[src/rtl/amba3_axi_burst_addr_gen_if.sv]
// Command and beat-descriptor bundle between AXI3 channel capture and the
// slave data engines.
interface amba3_axi_burst_addr_gen_if #(
  parameter int ADDR_SIZE = 32,
  parameter int DATA_SIZE = 128
);
  localparam int DBYTES = DATA_SIZE / 8;

  logic                 cmd_valid;
  logic                 cmd_ready;
  logic [ADDR_SIZE-1:0] cmd_addr;
  logic [3:0]           cmd_len;
  logic [2:0]           cmd_size;
  logic [1:0]           cmd_burst;

  logic                 beat_valid;
  logic                 beat_ready;
  logic [ADDR_SIZE-1:0] beat_addr;
  logic [DBYTES-1:0]    beat_strb;
  logic [3:0]           beat_idx;
  logic                 beat_last;
  logic                 beat_err;

  modport master (
    output cmd_valid, cmd_addr, cmd_len, cmd_size, cmd_burst, beat_ready,
    input  cmd_ready, beat_valid, beat_addr, beat_strb, beat_idx, beat_last, beat_err
  );

  modport slave (
    input  cmd_valid, cmd_addr, cmd_len, cmd_size, cmd_burst, beat_ready,
    output cmd_ready, beat_valid, beat_addr, beat_strb, beat_idx, beat_last, beat_err
  );
endinterface

[src/rtl/amba3_axi_burst_addr_gen.sv]
// Expands one AXI3 burst command (FIXED/INCR/WRAP) into per-beat address,
// byte-lane strobe, index and last descriptors; illegal commands are flagged.
module amba3_axi_burst_addr_gen #(
  parameter int ADDR_SIZE = 32,
  parameter int DATA_SIZE = 128
) (
  input logic                        aclk,
  input logic                        areset_n,
  amba3_axi_burst_addr_gen_if.slave  bus
);
  localparam int DBYTES  = DATA_SIZE / 8;
  localparam int LOG2_DB = $clog2(DBYTES);
  localparam logic [2:0]           MAX_SIZE  = 3'(LOG2_DB);
  localparam logic [ADDR_SIZE-1:0] LANE_MASK = ADDR_SIZE'(DBYTES - 1);
  localparam logic [ADDR_SIZE-1:0] ONE       = ADDR_SIZE'(1);

  typedef enum logic {IDLE, BUSY} state_t;
  typedef enum logic [1:0] {MODE_FIXED = 2'b00, MODE_INCR = 2'b01, MODE_WRAP = 2'b10} mode_t;

  state_t               state_reg;
  mode_t                mode_reg;
  logic [2:0]           size_reg;
  logic [3:0]           len_reg;
  logic [ADDR_SIZE-1:0] wmask_reg;
  logic                 valid_reg;
  logic [ADDR_SIZE-1:0] addr_reg;
  logic [DBYTES-1:0]    strb_reg;
  logic [3:0]           idx_reg;
  logic                 last_reg;
  logic                 err_reg;

  logic                 cmd_ready_int;
  logic                 cmd_fire;
  logic                 beat_fire;
  logic [2:0]           cmd_size_clamp;
  logic [ADDR_SIZE-1:0] cmd_nb_mask;
  logic                 cmd_len_ok;
  logic                 cmd_unaligned;
  logic                 cmd_err;
  mode_t                cmd_mode;
  logic [ADDR_SIZE-1:0] cmd_wmask;
  logic [ADDR_SIZE-1:0] cur_nb;
  logic [ADDR_SIZE-1:0] adv_addr;
  logic [ADDR_SIZE-1:0] addr_next;
  logic [2:0]           size_next;
  logic [ADDR_SIZE-1:0] size_mask_next;
  logic [ADDR_SIZE-1:0] lane_lo;
  logic [DBYTES-1:0]    strb_next;

  assign beat_fire     = valid_reg & bus.beat_ready;
  assign cmd_ready_int = (state_reg == IDLE) | (beat_fire & last_reg);
  assign cmd_fire      = bus.cmd_valid & cmd_ready_int;

  always_comb begin
    cmd_size_clamp = (bus.cmd_size > MAX_SIZE) ? MAX_SIZE : bus.cmd_size;
    cmd_nb_mask    = (ONE << cmd_size_clamp) - ONE;
    cmd_len_ok     = (bus.cmd_len == 4'd1) | (bus.cmd_len == 4'd3) |
                     (bus.cmd_len == 4'd7) | (bus.cmd_len == 4'd15);
    cmd_unaligned  = |(bus.cmd_addr & cmd_nb_mask);
    cmd_err        = (bus.cmd_size > MAX_SIZE) | (bus.cmd_burst == 2'b11) |
                     ((bus.cmd_burst == 2'b10) & (~cmd_len_ok | cmd_unaligned));
    cmd_wmask      = ((ADDR_SIZE'(bus.cmd_len) + ONE) << cmd_size_clamp) - ONE;
    // Any errored WRAP and the reserved encoding fall back to INCR expansion.
    case (bus.cmd_burst)
      2'b00:   cmd_mode = MODE_FIXED;
      2'b10:   cmd_mode = cmd_err ? MODE_INCR : MODE_WRAP;
      default: cmd_mode = MODE_INCR;
    endcase
  end

  always_comb begin
    cur_nb = ONE << size_reg;
    case (mode_reg)
      MODE_FIXED: adv_addr = addr_reg;
      MODE_WRAP:  adv_addr = (addr_reg & ~wmask_reg) | ((addr_reg + cur_nb) & wmask_reg);
      default:    adv_addr = (addr_reg & ~(cur_nb - ONE)) + cur_nb;
    endcase
    addr_next      = cmd_fire ? bus.cmd_addr : adv_addr;
    size_next      = cmd_fire ? cmd_size_clamp : size_reg;
    size_mask_next = (ONE << size_next) - ONE;
    lane_lo        = addr_next & LANE_MASK;
  end

  // A lane is active when it shares the size-aligned block of the start lane
  // and sits at or above it; this also trims an unaligned first beat.
  for (genvar gi = 0; gi < DBYTES; gi++) begin : g_strb
    assign strb_next[gi] =
      ((ADDR_SIZE'(gi) & ~size_mask_next) == (lane_lo & ~size_mask_next)) &&
      (ADDR_SIZE'(gi) >= lane_lo);
  end

  always_ff @(posedge aclk or negedge areset_n) begin
    if (!areset_n) begin
      state_reg <= IDLE;
      mode_reg  <= MODE_FIXED;
      size_reg  <= 3'd0;
      len_reg   <= 4'd0;
      wmask_reg <= '0;
      valid_reg <= 1'b0;
      addr_reg  <= '0;
      strb_reg  <= '0;
      idx_reg   <= 4'd0;
      last_reg  <= 1'b0;
      err_reg   <= 1'b0;
    end else if (cmd_fire) begin
      state_reg <= BUSY;
      mode_reg  <= cmd_mode;
      size_reg  <= cmd_size_clamp;
      len_reg   <= bus.cmd_len;
      wmask_reg <= cmd_wmask;
      valid_reg <= 1'b1;
      addr_reg  <= addr_next;
      strb_reg  <= strb_next;
      idx_reg   <= 4'd0;
      last_reg  <= (bus.cmd_len == 4'd0);
      err_reg   <= cmd_err;
    end else if (beat_fire) begin
      if (last_reg) begin
        state_reg <= IDLE;
        valid_reg <= 1'b0;
      end else begin
        addr_reg <= addr_next;
        strb_reg <= strb_next;
        idx_reg  <= idx_reg + 4'd1;
        last_reg <= ((idx_reg + 4'd1) == len_reg);
      end
    end
  end

  assign bus.cmd_ready  = cmd_ready_int;
  assign bus.beat_valid = valid_reg;
  assign bus.beat_addr  = addr_reg;
  assign bus.beat_strb  = strb_reg;
  assign bus.beat_idx   = idx_reg;
  assign bus.beat_last  = last_reg;
  assign bus.beat_err   = err_reg;
endmodule

[src/flat_wrapper.sv]
// flat-port wrapper written by rule: the top's interface ports become plain ports
module amba3_axi_burst_addr_gen_flat 
#(
  parameter int ADDR_SIZE = 32,
  parameter int DATA_SIZE = 128
)
  (aclk, areset_n, bus_cmd_valid, bus_cmd_addr, bus_cmd_len, bus_cmd_size, bus_cmd_burst, bus_beat_ready, bus_cmd_ready, bus_beat_valid, bus_beat_addr, bus_beat_strb, bus_beat_idx, bus_beat_last, bus_beat_err);
  amba3_axi_burst_addr_gen_if #(.ADDR_SIZE(ADDR_SIZE), .DATA_SIZE(DATA_SIZE)) bus_i ();
  input logic aclk;
  input logic areset_n;
  input wire logic [$bits(bus_i.cmd_valid)-1:0] bus_cmd_valid;
  input wire logic [$bits(bus_i.cmd_addr)-1:0] bus_cmd_addr;
  input wire logic [$bits(bus_i.cmd_len)-1:0] bus_cmd_len;
  input wire logic [$bits(bus_i.cmd_size)-1:0] bus_cmd_size;
  input wire logic [$bits(bus_i.cmd_burst)-1:0] bus_cmd_burst;
  input wire logic [$bits(bus_i.beat_ready)-1:0] bus_beat_ready;
  output wire logic [$bits(bus_i.cmd_ready)-1:0] bus_cmd_ready;
  output wire logic [$bits(bus_i.beat_valid)-1:0] bus_beat_valid;
  output wire logic [$bits(bus_i.beat_addr)-1:0] bus_beat_addr;
  output wire logic [$bits(bus_i.beat_strb)-1:0] bus_beat_strb;
  output wire logic [$bits(bus_i.beat_idx)-1:0] bus_beat_idx;
  output wire logic [$bits(bus_i.beat_last)-1:0] bus_beat_last;
  output wire logic [$bits(bus_i.beat_err)-1:0] bus_beat_err;
  assign bus_i.cmd_valid = bus_cmd_valid;
  assign bus_i.cmd_addr = bus_cmd_addr;
  assign bus_i.cmd_len = bus_cmd_len;
  assign bus_i.cmd_size = bus_cmd_size;
  assign bus_i.cmd_burst = bus_cmd_burst;
  assign bus_i.beat_ready = bus_beat_ready;
  assign bus_cmd_ready = bus_i.cmd_ready;
  assign bus_beat_valid = bus_i.beat_valid;
  assign bus_beat_addr = bus_i.beat_addr;
  assign bus_beat_strb = bus_i.beat_strb;
  assign bus_beat_idx = bus_i.beat_idx;
  assign bus_beat_last = bus_i.beat_last;
  assign bus_beat_err = bus_i.beat_err;
  amba3_axi_burst_addr_gen #(.ADDR_SIZE(ADDR_SIZE), .DATA_SIZE(DATA_SIZE)) u_core (.aclk(aclk), .areset_n(areset_n), .bus(bus_i));
endmodule
[config.mk]
export PLATFORM = sky130hd
export DESIGN_NAME = amba3_axi_burst_addr_gen_flat
export DESIGN_NICKNAME = d
export VERILOG_FILES = /design/src/rtl/amba3_axi_burst_addr_gen_if.sv /design/src/rtl/amba3_axi_burst_addr_gen.sv /design/src/flat_wrapper.sv
export SDC_FILE = /design/constraint.sdc
export NUM_CORES = 1
export LEC_CHECK = 0
export ABC_AREA = 1
export ABC_CLOCK_PERIOD_IN_PS = 7900
export BUFFER_PORTS_ARGS = -buffer_cell sky130_fd_sc_hd__buf_4
export CAP_MARGIN = 30
export CORE_UTILIZATION = 25
export CTS_CLUSTER_SIZE = 40
export DETAILED_ROUTE_END_ITERATION = 16
export PLACE_DENSITY_LB_ADDON = 0.2
export SYNTH_ARGS = -nofsm -noshare
export SYNTH_HDL_FRONTEND = slang
export SYNTH_SLANG_ARGS = --single-unit
[constraint.sdc]
create_clock -name aclk -period 7.9 [get_ports aclk]
set_clock_uncertainty 0.15 [all_clocks]
set_input_delay 0.79 -clock aclk [delete_from_list [all_inputs] [get_ports aclk]]
set_output_delay 0.79 -clock aclk [all_outputs]
set_load 0.01 [all_outputs]
==> results.json <==
{
  "synth_compound_area_share_pct": 13.9,
  "crit-reg2reg-launch": "u_core.size_reg[1]",
  "io_pins": 101,
  "clk_pin_slew_ps": 80,
  "cts.sinks": 87,
  "drive_gt1_share_pct": 16.3,
  "first_global_vias": 7302,
  "gp_congestion": 0.875,
  "crit_type": "input port to flip-flop",
  "synth_cells": 1162,
  "drv_cap": 0,
  "start_kind": "input port",
  "cts_tree": "yes",
  "tightest_slew_ps": 891,
  "synth-simple-area-share_pct": 39.7,
  "r2r_cells": 18,
  "fin_crit_ps": 3440,
  "via_per_inst": 4.59,
  "status": "finished clean",
  "fin_setup_tns_ps": 0,
  "synth_xor_area_share_pct": 1.77,
  "power_mw": 2.96,
  "dieArea_um2": 30100,
  "powerDensity_nw_per_um2": 337,
  "fmax_mhz": 291,
  "crit_fanout": 40,
  "portBuffers": 100,
  "ctsResizeCount": 0,
  "cts_buffers": 9,
  "grt_overflow": 0,
  "syn-cell-area_um2": 7340,
  "synth_top_family_by_area": "simple AND/OR/NAND/NOR gates",
  "ys_ff_latch": 87,
  "hold_buffers": 0,
  "path_cells": "buf_4 > nand2_1 > o21ai_2 > nand2_4 > nand2_1 > buf_8 > clkinv_1 > a31oi_1 > o21ai_0 > o21ai_0",
  "finalSetupViolCount": 0,
  "syn_avg_cell_area_um2": 6.32,
  "crit_required_ps": 8030,
  "drt_wl_total_um": 24400,
  "dp_hpwl_um": 18400,
  "fin_crit_sh_pct": 43.6,
  "antenna_cells": 0,
  "arrival_ps": 3570,
  "drt.antenna.violating_nets": 0,
  "worst_path_max_delay_cell": "clkinv_1",
  "post_cts_buffers": 0,
  "reg2reg_slack_ps": 4480,
  "routedWlPerCell_um": 14.9,
  "drt_pass1_iterations": 5,
  "num_rows": 62,
  "vias": 7526,
  "clock_latency_ps": 370,
  "yosys.area_share.adder_pct": 4.02,
  "drt_iter0_drc": 417,
  "cts_buffer_depth": 2,
  "end_kind": "flip-flop",
  "finalMaxSlewViolations": 0,
  "max-slew-margin-rel_pct": 40.6,
  "nets": 1320,
  "hold_path_class": "input port to async pin",
  "largest_register_ffs": 32,
  "area_delta_synth_final_pct": 19.7,
  "ys_seq_area_share_pct": 29.6,
  "htreeDepth": 3,
  "grt_pass1_wl_um": 39900,
  "synth.distinct_cells": 54,
  "grt_usage_pct": 16.8,
  "core_um2": 28800,
  "root_buffer": "clkbuf_16",
  "yosys_warnings": 0,
  "rsz0062_at_grt": "no",
  "synth_mux_area_share_pct": 0.273,
  "fp.dieH_um": 173,
  "r2r_end": "u_core.bus.beat_addr[11]",
  "grt_start_max_net_pins": 65,
  "die_x_um": 173,
  "peakVddDrop_v": 0.000220,
  "cpPeakStageDelay_ps": 690,
  "floorplan.initialDensity_pct": 25.5,
  "drcViolationCount": 0,
  "antenna_found_initial": 0,
  "p_leak_nw": 4.55,
  "finalHoldViolations": 0
}
==> synthesized netlist by cell type, drive strengths merged <==
cell type / n / area share, %
o211ai: 4 / 0.41
nor2: 102 / 6.3
o21ai: 105 / 7.6
or2: 11 / 0.94
mux2i: 2 / 0.27
and2: 2 / 0.17
nand4: 19 / 1.6
nand3b: 4 / 0.41
a31oi: 7 / 0.89
o21a: 2 / 0.20
inv: 164 / 8.4
o31a: 1 / 0.12
xnor2: 3 / 0.36
xor2: 11 / 1.4
a21oi: 42 / 3.0
ha: 22 / 3.7
dfrtp: 87 / 30
nor4: 3 / 0.43
o21bai: 7 / 0.77
clkbuf: 14 / 0.72
nand2: 395 / 21
conb: 2 / 0.10
a211oi: 1 / 0.10
o22ai: 5 / 0.43
fa: 1 / 0.27
nor3: 14 / 1.1
o2111ai: 1 / 0.12
buf: 14 / 1.2
clkinv: 3 / 0.15
a22o: 1 / 0.12
a22oi: 1 / 0.10
a21boi: 1 / 0.10
nand3: 111 / 7.8
==> cell families (layout without fill, tap and decap cells) <==
group	after synthesis	in the layout
other cells	2	3
mux	2	2
compound gates	178	178
xor+xnor	14	14
flops	87	87
fa+ha+maj	23	23
buf+inv	195	289
simple gates	661	661
==> worst max-delay path: cells and delay by family <==
kind | cells | cell delay (ps)
buffers and inverters | 3 | 1010
and+or+nand+nor | 3 | 940
AOI/OAI and AO/OA | 4 | 810
==> layer usage <==
metal,global-route usage (%),up-vias,part of all wire (%)
li1,-,3898,-
met1,22.5,3456,49
met2,28.4,152,47
met3,2.11,20,3.1
met4,4.39,0,1.3
met5,0,-,0
==> how the worst max path moves through the flow <==
stage                     slack (ps)                 endpoint      startpoint
after floorplan                 5270  u_core.bus.beat_strb[6]  bus_beat_ready
after global placement          3580  u_core.bus.beat_addr[4]  bus_beat_ready
after CTS                       4400  u_core.bus.beat_addr[4]  bus_beat_ready
after global routing            4080  u_core.bus.beat_addr[4]  bus_beat_ready
after detailed placement        4030  u_core.bus.beat_addr[4]  bus_beat_ready
final                           4460  u_core.bus.beat_addr[4]  bus_beat_ready
==> metrics by stage <==
stage          instances  utilization (%)  area (µm²)  hold slack [ps]  setup WS [ps]
2_1_floorplan       1163                -        7350              300           5270
3_3_place_gp        1624             29.4        8470              321           3580
3_5_place_dp        1625             29.5        8490              317           4030
4_1_cts             1641             30.5        8790              182           4400
5_1_grt             1641             30.5        8790              192           4080
6_report            1641             30.5        8790              170           4460
==> power breakdown <==
part | total [mW] | internal (mW) | switching (mW) | leakage (nW)
Clock | 0.455 | 0.224 | 0.231 | 0.147
Combinational | 1.67 | 0.597 | 1.07 | 3.28
Sequential | 0.837 | 0.615 | 0.222 | 1.12
Total | 2.96 | 1.44 | 1.52 | 4.55
==> cell type report <==
cell class              count  area [µm²]
fillers                  3232       20000
well taps                 384         480
clock inverters             7        73.8
inverters                 167         629
repair buffers            106         803
clock buffers               9         225
multi-input cells         881        4400
flip-flops and latches     87        2180
==> cell usage in the layout (no fill, tap or decap), types with 3 or more instances in the layout <==
cell,Yosys,layout
a21oi_1,40,40
a31oi_1,5,5
buf_4,2,105
clkbuf_16,0,9
clkinv_1,3,3
clkinv_4,0,3
conb_1,2,3
dfrtp_1,87,87
ha_1,22,22
inv_1,150,150
inv_2,13,13
nand2_1,376,376
nand2_2,16,16
nand2_4,3,3
nand3_1,108,108
nand3_2,3,3
nand3b_1,4,4
nand4_1,19,19
nor2_1,84,84
nor2_2,13,13
nor2_4,4,4
nor3_1,12,12
o211ai_1,4,4
o21ai_0,79,79
o21ai_1,17,17
o21ai_2,9,9
o21bai_1,6,6
o22ai_1,5,5
or2_2,10,10
xnor2_1,3,3
xor2_1,10,10
Note: power is estimated with default switching activity, not from simulation.
